==> src/rtl/tcdm_interconnect_pkg.sv <==
// rtl/tcdm_interconnect_pkg.sv - shared index helper and response record for bank arbitration
package tcdm_interconnect_pkg;

    // Widest master index a response record can carry.
    localparam int unsigned MaxIdxWidth = 8;

    // Index width for n masters; a single master still gets one bit.
    function automatic int unsigned idx_width(input int unsigned n);
        return (n > 1) ? int'($clog2(n)) : 1;
    endfunction

    // One slot of the response timing pipeline: which master, and whether it expects vld.
    typedef struct packed {
        logic [MaxIdxWidth-1:0] idx;
        logic                   vld;
    } resp_rec_t;

endpackage

==> src/rtl/bank_rr_pick.sv <==
// rtl/bank_rr_pick.sv - cyclic priority pick starting at a round-robin pointer
module bank_rr_pick
    import tcdm_interconnect_pkg::*;
#(
    parameter int unsigned NumIn = 4,
    parameter int unsigned IdxW  = idx_width(NumIn)
) (
    input  logic [NumIn-1:0] req,
    input  logic [IdxW-1:0]  rr,
    output logic [IdxW-1:0]  idx,
    output logic             any
);

    // One spare bit so rr + offset never overflows before the wrap subtraction.
    localparam int unsigned SumW = IdxW + 1;

    logic [SumW-1:0] cand;

    // Walk offsets from farthest to nearest so the nearest requester at or after rr wins.
    always_comb begin
        idx  = '0;
        cand = '0;
        for (int k = NumIn - 1; k >= 0; k--) begin
            cand = SumW'(rr) + SumW'(k);
            if (cand >= SumW'(NumIn)) begin
                cand = cand - SumW'(NumIn);
            end
            if (req[cand[IdxW-1:0]]) begin
                idx = cand[IdxW-1:0];
            end
        end
    end

    assign any = |req;

endmodule

==> src/rtl/bank_arb_resp_demux.sv <==
// rtl/bank_arb_resp_demux.sv - round-robin bank arbiter with latency-matched response demux
module bank_arb_resp_demux
    import tcdm_interconnect_pkg::*;
#(
    parameter int unsigned NumIn         = 4,
    parameter int unsigned ReqDataWidth  = 32,
    parameter int unsigned RespDataWidth = 32,
    parameter int unsigned RespLat       = 1,
    parameter bit          WriteRespOn   = 1'b1
) (
    input  logic                                  clk_i,
    input  logic                                  rst_ni,
    input  logic [NumIn-1:0]                      req_i,
    input  logic [NumIn-1:0]                      wen_i,
    input  logic [NumIn-1:0][ReqDataWidth-1:0]    data_i,
    output logic [NumIn-1:0]                      gnt_o,
    output logic [NumIn-1:0]                      vld_o,
    output logic [NumIn-1:0][RespDataWidth-1:0]   rdata_o,
    output logic                                  req_o,
    output logic                                  wen_o,
    output logic [ReqDataWidth-1:0]               data_o,
    input  logic                                  gnt_i,
    input  logic [RespDataWidth-1:0]              rdata_i
);

    localparam int unsigned IdxW = idx_width(NumIn);

    logic [IdxW-1:0]             win;
    logic                        hs;
    resp_rec_t                   rec_in;
    resp_rec_t [RespLat-1:0]     pipe_q;

    assign req_o = |req_i;

    generate
        if (NumIn > 1) begin : g_arb
            logic [IdxW-1:0] rr_q;
            logic            any;

            bank_rr_pick #(
                .NumIn (NumIn),
                .IdxW  (IdxW)
            ) u_pick (
                .req (req_i),
                .rr  (rr_q),
                .idx (win),
                .any (any)
            );

            assign hs = any & gnt_i;

            // Move priority just past the winner, only when the bank actually accepts.
            always_ff @(posedge clk_i or negedge rst_ni) begin
                if (!rst_ni) begin
                    rr_q <= '0;
                end else if (hs) begin
                    rr_q <= (win == IdxW'(NumIn - 1)) ? '0 : win + IdxW'(1);
                end
            end
        end else begin : g_single
            assign win = '0;
            assign hs  = req_i[0] & gnt_i;
        end
    endgenerate

    assign wen_o  = wen_i[win];
    assign data_o = data_i[win];

    // Only the winner sees the bank grant, and only when a request exists.
    always_comb begin
        gnt_o      = '0;
        gnt_o[win] = hs;
    end

    // Reads always answer; writes answer only when write responses are enabled.
    always_comb begin
        rec_in     = '0;
        rec_in.idx = MaxIdxWidth'(win);
        rec_in.vld = hs & (~wen_o | WriteRespOn);
    end

    // Fixed-length shift pipeline mirrors the bank latency; bubbles carry vld=0.
    always_ff @(posedge clk_i or negedge rst_ni) begin
        if (!rst_ni) begin
            pipe_q <= '0;
        end else begin
            pipe_q[0] <= rec_in;
            for (int s = 1; s < RespLat; s++) begin
                pipe_q[s] <= pipe_q[s-1];
            end
        end
    end

    // Decode the record leaving the pipeline into a one-hot response valid.
    always_comb begin
        vld_o = '0;
        for (int i = 0; i < NumIn; i++) begin
            vld_o[i] = pipe_q[RespLat-1].vld && (pipe_q[RespLat-1].idx == MaxIdxWidth'(i));
        end
    end

    // Read data is broadcast; each master qualifies it with its own vld_o bit.
    always_comb begin
        rdata_o = '0;
        for (int i = 0; i < NumIn; i++) begin
            rdata_o[i] = rdata_i;
        end
    end

endmodule

==> config.mk <==
export PLATFORM = sky130hd
export DESIGN_NAME = bank_arb_resp_demux
export DESIGN_NICKNAME = d
export VERILOG_FILES = /design/src/rtl/tcdm_interconnect_pkg.sv /design/src/rtl/bank_rr_pick.sv /design/src/rtl/bank_arb_resp_demux.sv
export SDC_FILE = /design/constraint.sdc
export NUM_CORES = 1
export LEC_CHECK = 0
export CORE_AREA = 2 2 131 133
export CTS_BUF_LIST = sky130_fd_sc_hd__clkbuf_8
export DETAILED_ROUTE_END_ITERATION = 8
export DIE_AREA = 0 0 133 135
export GPL_ROUTABILITY_DRIVEN = 0
export GPL_TIMING_DRIVEN = 0
export SYNTH_ARGS = -nofsm -noshare
export SYNTH_HDL_FRONTEND = slang
export SYNTH_SLANG_ARGS = --single-unit
==> constraint.sdc <==
create_clock -name clk_i -period 1.6 [get_ports clk_i]
set_clock_uncertainty 0.05 [all_clocks]
set_input_delay 0.24 -clock clk_i [delete_from_list [all_inputs] [get_ports clk_i]]
set_output_delay 0.24 -clock clk_i [all_outputs]
set_load 0.05 [all_outputs]
==> qor.yml, run 1 <==
status:
  status: "finished, violations left"
  violations: "setup timing"
detailed_routing:
  first_pass_iters: 4
  vias: 3051
  viasPerCell: 3.69
  wirelength_um: 12000
  antenna_left: 0
  drc: 0
  post_drt_wl_per_cell_um: 14.5
  initialDrtViolationCount: 44
synthesis:
  synthCells: 275
  netlist_area_mm2: 0.00238
  yosysWarnings: 0
  avgSynthCellArea_um2: 8.64
  syn_nets: 446
  yosysSeqAreaShare_pct: 5.27
  ys_ff_latch: 5
  synth.distinct_cells: 26
cts:
  cts_tree: "yes"
  htree_levels: 1
  cts_made_buffers: 3
  cts_sinks: 5
  clkLatencyLatePin_ns: 0.22
  ctsRootBufferMaster: "clkbuf_8"
  clock_path_buffers: 2
  cts.clk_slew.worst_paths_ns: 0.04
hold_path:
  holdCritPathClass: "in2async"
global_route:
  grt-ovfl-total: 0
  grt_first_pass_wirelength_um: 16900
  antenna_found_initial: 0
  grt.total_usage_pct: 11.6
  grt_pass1_vias: 3324
  grt_max_degree: 11
timing:
  tightest_slew_ns: 0.524
  max_freq_mhz: 405
  worst_slack_ns: -0.869
  grt_setup_unrepaired: "true"
  setup_viol: 40
  hold_viol_final: 0
  setup_tns_ns: -31.17
  min_period_ns: 2.47
  fin_crit_sh_pct: 154
  drv_slew: 0
  relSlewSlack_pct: 65.0
worst_setup_path:
  start_kind: "flop"
  r2r_setup_slack_ns: -0.46
  path_cells: "mux2_4 > o221ai_2 > buf_6 > clkbuf_16 > buf_16 > mux2i_4 > mux2i_4 > buf_6"
  path_max_fanout: 5
  end_kind: "primary output"
  slowest_stage: "dfrtp_2"
  cpPeakStageDelay_ns: 0.42
  worstSetupPathType: "reg2out"
  worstPathRequired_ns: 1.31
  crit_arrival_ns: 2.18
power:
  ir_drop_uv: 441
  leakagePower_nw: 2.96
  p_per_area_mw_per_mm2: 956
final_layout:
  final_core_util_pct: 46.2
  postLayoutCellArea_mm2: 0.00758
  antenna_cells: 0
  drive_above_1_share_pct: 51.7
  syn_to_final_growth_pct: 219
  fin_nets: 779
die:
  die-height_um: 135
  io_pins: 341
  die_area_mm2: 0.0180
  die_w_um: 133
  initial_core_util_pct: 14.5
  coreArea_mm2: 0.0164
  core.rowCount: 47
placed_design:
  place_ws_ns: -1.61
  placed_cell_area_mm2: 0.00625
  hpwlAfterDp_um: 9270
  portBuffers: 308
job:
  max_cap_viol_count: 0
[registers in the layout, indices dropped and copies added, names as in the netlist]
register	cells
pipe_q	3
g_arb.rr_q	2
[layer usage]
layer  wire, um  part of all wire [%]  global-route usage [%]
met5          0                     0                       0
met4        121                   1.0                    2.51
met3       1000                   8.4                    2.78
met2       6760                    56                    23.5
met1       4100                    34                    11.8
[through the flow]
step / power [mW] / cells / hold slack [ns]
final: 7.24 / 827 / 0.181
after global routing: 7.49 / 827 / 0.212
after CTS: 6.56 / 815 / 0.185
after detailed placement: 5.38 / 803 / 0.417
after global placement: 5.35 / 803 / 0.417
after floorplan: 3.92 / 275 / -0.106
[synthesized netlist by cell type, drive strengths merged]
library cell  instances  area [um2]
nand2                 3        11.3
nor2b                 2        12.5
o21ai                 1        5.00
o21a                  1        7.51
and3b                 1        8.76
a21boi                1        7.51
a221oi                1        8.76
buf                 140        1060
dfrtp                 5         125
and2                  1        6.26
o221ai                2        23.8
and3                  2        12.5
nor3b                 1        7.51
mux2                  1        15.0
or4                   1        7.51
nand2b                1        6.26
mux2i                99         991
nor2                  3        11.3
nand4b                1        8.76
or3b                  1        8.76
clkbuf                1        3.75
inv                   6        22.5
[worst paths after layout]
check / cells after the start / to / from
worst min register to register: 1 / g_arb.rr_q[0] / g_arb.rr_q[0]
max in group asynchronous: 1 / g_arb.rr_q[1] / rst_ni
worst max register to register: 13 / g_arb.rr_q[1] / g_arb.rr_q[1]
worst max-delay path: 8 / data_o[13] / g_arb.rr_q[1]
min in group clk_i: 1 / g_arb.rr_q[0] / g_arb.rr_q[0]
worst min-delay path: 1 / pipe_q[2] / rst_ni
[layout make-up]
class                      count  area (um2)
fill                        1429        8830
timing repair buffer         329        3500
multi-input combinational    123        2360
buffer                       140        1240
tap                          220         275
sequential                     5         126
clock buffer                   3        41.3
inverter                       6        30.0
clock inverter                 1        3.75
[cell families (layout without fill, tap and decap cells)]
logic type	after synthesis	in the layout	share of synthesized area, %
DFF	5	5	5.27
buffers and inverters	147	479	45.9
and+or+nand+nor	17	17	4.27
AOI/OAI and AO/OA	6	6	2.21
muxes	100	100	42.3
[layout by cell type, fill, tap and decap left out, types with 2 or more instances in the layout]
cell	n
buf_12	7
buf_16	8
buf_4	133
buf_6	41
buf_8	3
clkbuf_16	6
clkbuf_8	3
clkdlybuf4s15_1	2
clkdlybuf4s15_2	2
clkdlybuf4s50_1	262
dfrtp_1	4
dlygate4sd2_1	4
inv_1	5
mux2i_1	4
mux2i_2	7
mux2i_4	88
nand2_1	2
nor2_4	2
nor2b_1	2
o221ai_2	2
[repair_timing]
item	4_1_cts	5_1_grt
buffers inserted	7	6
pin swaps	1	3
hold buffers	0	0
gates cloned	2	6
resized for setup	371	66
endpoints found under the setup margin	46	41
[where the power goes]
| group | internal [mW] | switching [mW] |
|---|---|---|
| Sequential | 0.159 | 0.0349 |
| Combinational | 3.44 | 3.38 |
| Clock | 0.164 | 0.0621 |
| Total | 3.77 | 3.48 |
[critical path, delay by kind of cell, from the launching register on]
family	cells	cell delay, ns
buffers and inverters	4	0.65
multiplexers	3	0.69
AO/OA/AOI/OAI	1	0.18
flip-flops	1	0.42
Power figures use the tool's default switching activity.
==> inputs of run 2 (changes only) <==
==> constraint.sdc (replaced) <==
create_clock -name clk_i -period 2.3 [get_ports clk_i]
set_clock_uncertainty 0.05 [all_clocks]
set_input_delay 0.345 -clock clk_i [delete_from_list [all_inputs] [get_ports clk_i]]
set_output_delay 0.345 -clock clk_i [all_outputs]
set_load 0.05 [all_outputs]
==> run 2 against run 1 <==
Core utilization shrank 7.4 points. The run still ends with setup timing left. Register-to-register slack gained 0.85 ns. Global-route usage shrank 0.51 points. Cell area shrank 16%. Critical path type unchanged. Total power shrank 46%. Clock-buffer cell count is the same. Hold slack gained 0.12 ns. Largest cell class unchanged. Critical path depth is the same. Worst setup slack gained 0.64 ns. Routed wire length shrank 8.2%. Combinational power shrank 47%. Sequential power shrank 30%.
==> qor.yml, run 2 (synthesis gave the netlist of run 1 again) <==
global_route:
  grt-ovfl-total: 0  # unchanged
  antenna_found_initial: 0  # unchanged
  grt_pass1_vias: 3040  # was 3,324
  grt_first_pass_wirelength_um: 15800  # was 16,900 um
  grt_max_degree: 11  # unchanged
  grt.total_usage_pct: 11.1  # was 11.6%
final_layout:
  final_common_cell: "clkdlybuf4s50_1"  # unchanged
  largest-register: "pipe_q"  # unchanged
  syn_to_final_growth_pct: 168  # was 219%
  most-common-layout-cells: "clkdlybuf4s50_1, buf_4, mux2i_1, mux2i_4, buf_6"  # was clkdlybuf4s50_1, buf_4, mux2i_4, buf_6, buf_16
  largest_reg_flops: 3  # unchanged
  antenna_cells: 0  # unchanged
  drive_above_1_share_pct: 38.4  # was 51.7%
  reg_top3: "pipe_q: 3 flops, g_arb.rr_q: 2 flops"  # unchanged
  fin_nets: 768  # was 779
cts:
  clock_path_buffers: 2  # unchanged
  cts.clk_slew.worst_paths_ns: 0.04  # about the same
  cts_tree: "yes"  # unchanged
  ctsRootBufferMaster: "clkbuf_8"  # unchanged
  htree_levels: 1  # unchanged
  cts_sinks: 5  # unchanged
  cts_made_buffers: 3  # unchanged
  clkLatencyLatePin_ns: 0.23  # was 0.22 ns
placed_design:
  hpwlAfterDp_um: 9420  # was 9270 um
  portBuffers: 308  # unchanged
worst_setup_path:
  worst_path_dominant_cell_family: "multiplexers"  # unchanged
  reg2reg_to: "g_arb.rr_q[1]"  # unchanged
  reg2reg_from: "g_arb.rr_q[1]"  # unchanged
  end_kind: "primary output"  # unchanged
  worstSetupPathType: "reg2out"  # unchanged
  worstPathRequired_ns: 1.90  # was 1.31 ns
  crit_buf_inv: 4  # unchanged
  path_max_fanout: 8  # was 5
  crit_arrival_ns: 2.14  # was 2.18 ns
  path_cells: "mux2_4 > o221ai_4 > buf_6 > buf_12 > buf_12 > mux2i_4 > mux2i_4 > buf_6"  # was mux2_4 > o221ai_2 > buf_6 > clkbuf_16 > buf_16 > mux2i_4 > mux2i_4 > buf_6
  reg2reg_depth: 8  # was 13
  start_kind: "flop"  # unchanged
  r2r_setup_slack_ns: 0.39  # was -0.46 ns
  cpPeakStageDelay_ns: 0.43  # was 0.42 ns
  slowest_stage: "dfrtp_2"  # unchanged
detailed_routing:
  drc: 0  # unchanged
  first_pass_iters: 4  # unchanged
  initialDrtViolationCount: 28  # was 44
  antenna_left: 0  # unchanged
  vias: 2959  # was 3,051
  post_drt_wl_per_cell_um: 13.5  # was 14.5 um
  wirelength_um: 11000  # was 12,000 um
  viasPerCell: 3.63  # was 3.69
power:
  swShare_pct: 52.1  # was 48.0%
  ir_drop_uv: 320  # was 441 uV
  p_int_mw: 1.87  # was 3.77 mW
  p_per_area_mw_per_mm2: 614  # was 956 mW/mm2
  leakagePower_nw: 2.82  # was 2.96 nW
  seq_power_share_pct: 3.5  # was 2.7%
  clkPwrFrac_pct: 4.2  # was 3.1%
  p_comb_share_pct: 92.3  # was 94.2%
  power.switching_mw: 2.04  # was 3.48 mW
timing:
  grt_setup_unrepaired: "true"  # unchanged
  tightest_slew_ns: 0.531  # was 0.524 ns
  drv_slew: 0  # unchanged
  setup_viol: 35  # was 40
  worst_slack_ns: -0.231  # was -0.869 ns
  min_period_ns: 2.53
  fin_crit_sh_pct: 110
  setup_tns_ns: -6.44  # was -31.17 ns
  relSlewSlack_pct: 64.5  # was 65.0%
  final.hold.worst_slack_ns: 0.299  # was 0.181 ns
  hold_viol_final: 0  # unchanged
  max_freq_mhz: 395
hold_path:
  holdCritPathClass: "in2async"  # unchanged
status:
  status: "finished, violations left"  # unchanged
  violations: "setup timing"  # unchanged
die:
  coreArea_mm2: 0.0164  # unchanged
  io_pins: 341  # unchanged
  initial_core_util_pct: 14.5  # unchanged
  die-height_um: 135  # unchanged
  die_w_um: 133  # unchanged
  core.rowCount: 47  # unchanged
  die_area_mm2: 0.0180  # unchanged
job:
  max_cap_viol_count: 0  # unchanged
run 2: how the worst max path moves through the flow:
stage | cells past startpoint | slack (ns) | end | startpoint
final | 8 | -0.23 | data_o[12] | g_arb.rr_q[1]
after global placement | 8 | -1.26 | data_o[11] | req_i[2]
after CTS | 8 | -0.24 | data_o[24] | g_arb.rr_q[1]
after detailed placement | 8 | -1.30 | data_o[9] | req_i[2]
after floorplan | 6 | -0.22 | data_o[0] | req_i[2]
after global routing | 8 | -0.30 | data_o[0] | g_arb.rr_q[1]
run 2: routing by layer:
metal,share of wire (%),wire (um),vias up,GRT usage [%]
li1,-,-,1455,-
met1,34,3710,1306,11.5
met2,56,6120,192,22.6
met3,10,1110,6,3.30
met4,0.58,64,0,0.717
met5,0,0,-,0
run 2: final cells by class:
class                      instances  area [um2]
clock buffer                       3        41.3
tap                              220         275
clock inverter                     1        3.75
fill                            1604       10000
timing repair buffer             317        3190
sequential                         5         126
multi-input combinational        123        1550
buffer                           141        1170
inverter                           6        22.5
run 2: power by group through the flow:
stage | Combinational, mW | Sequential (mW) | Clock, mW
floorplan | 2.16 | 0.127 | 0
global placement | 3.17 | 0.131 | 0
detailed placement | 3.19 | 0.134 | 0
CTS | 3.66 | 0.134 | 0.161
global route | 3.78 | 0.140 | 0.170
finish | 3.61 | 0.136 | 0.164
run 2: what timing repair did:
item / in CTS / in global routing
gates cloned: 3 / 0
gates resized for setup: 313 / 9
buffers inserted: 6 / 0
hold buffers: 0 / 0
setup endpoints to repair: 38 / 38
pin swaps: 0 / 0
run 2: through the flow:
stage / power [mW] / setup WS, ns / std cells / instance area [um2] / util, %
after floorplan: 2.29 / -0.223 / 275 / 2480 / -
after global placement: 3.30 / -1.26 / 803 / 5840 / 35.6
after detailed placement: 3.32 / -1.30 / 803 / 5840 / 35.6
after CTS: 3.95 / -0.244 / 816 / 6350 / 38.7
after global routing: 4.09 / -0.298 / 816 / 6370 / 38.9
final: 3.91 / -0.231 / 816 / 6370 / 38.9
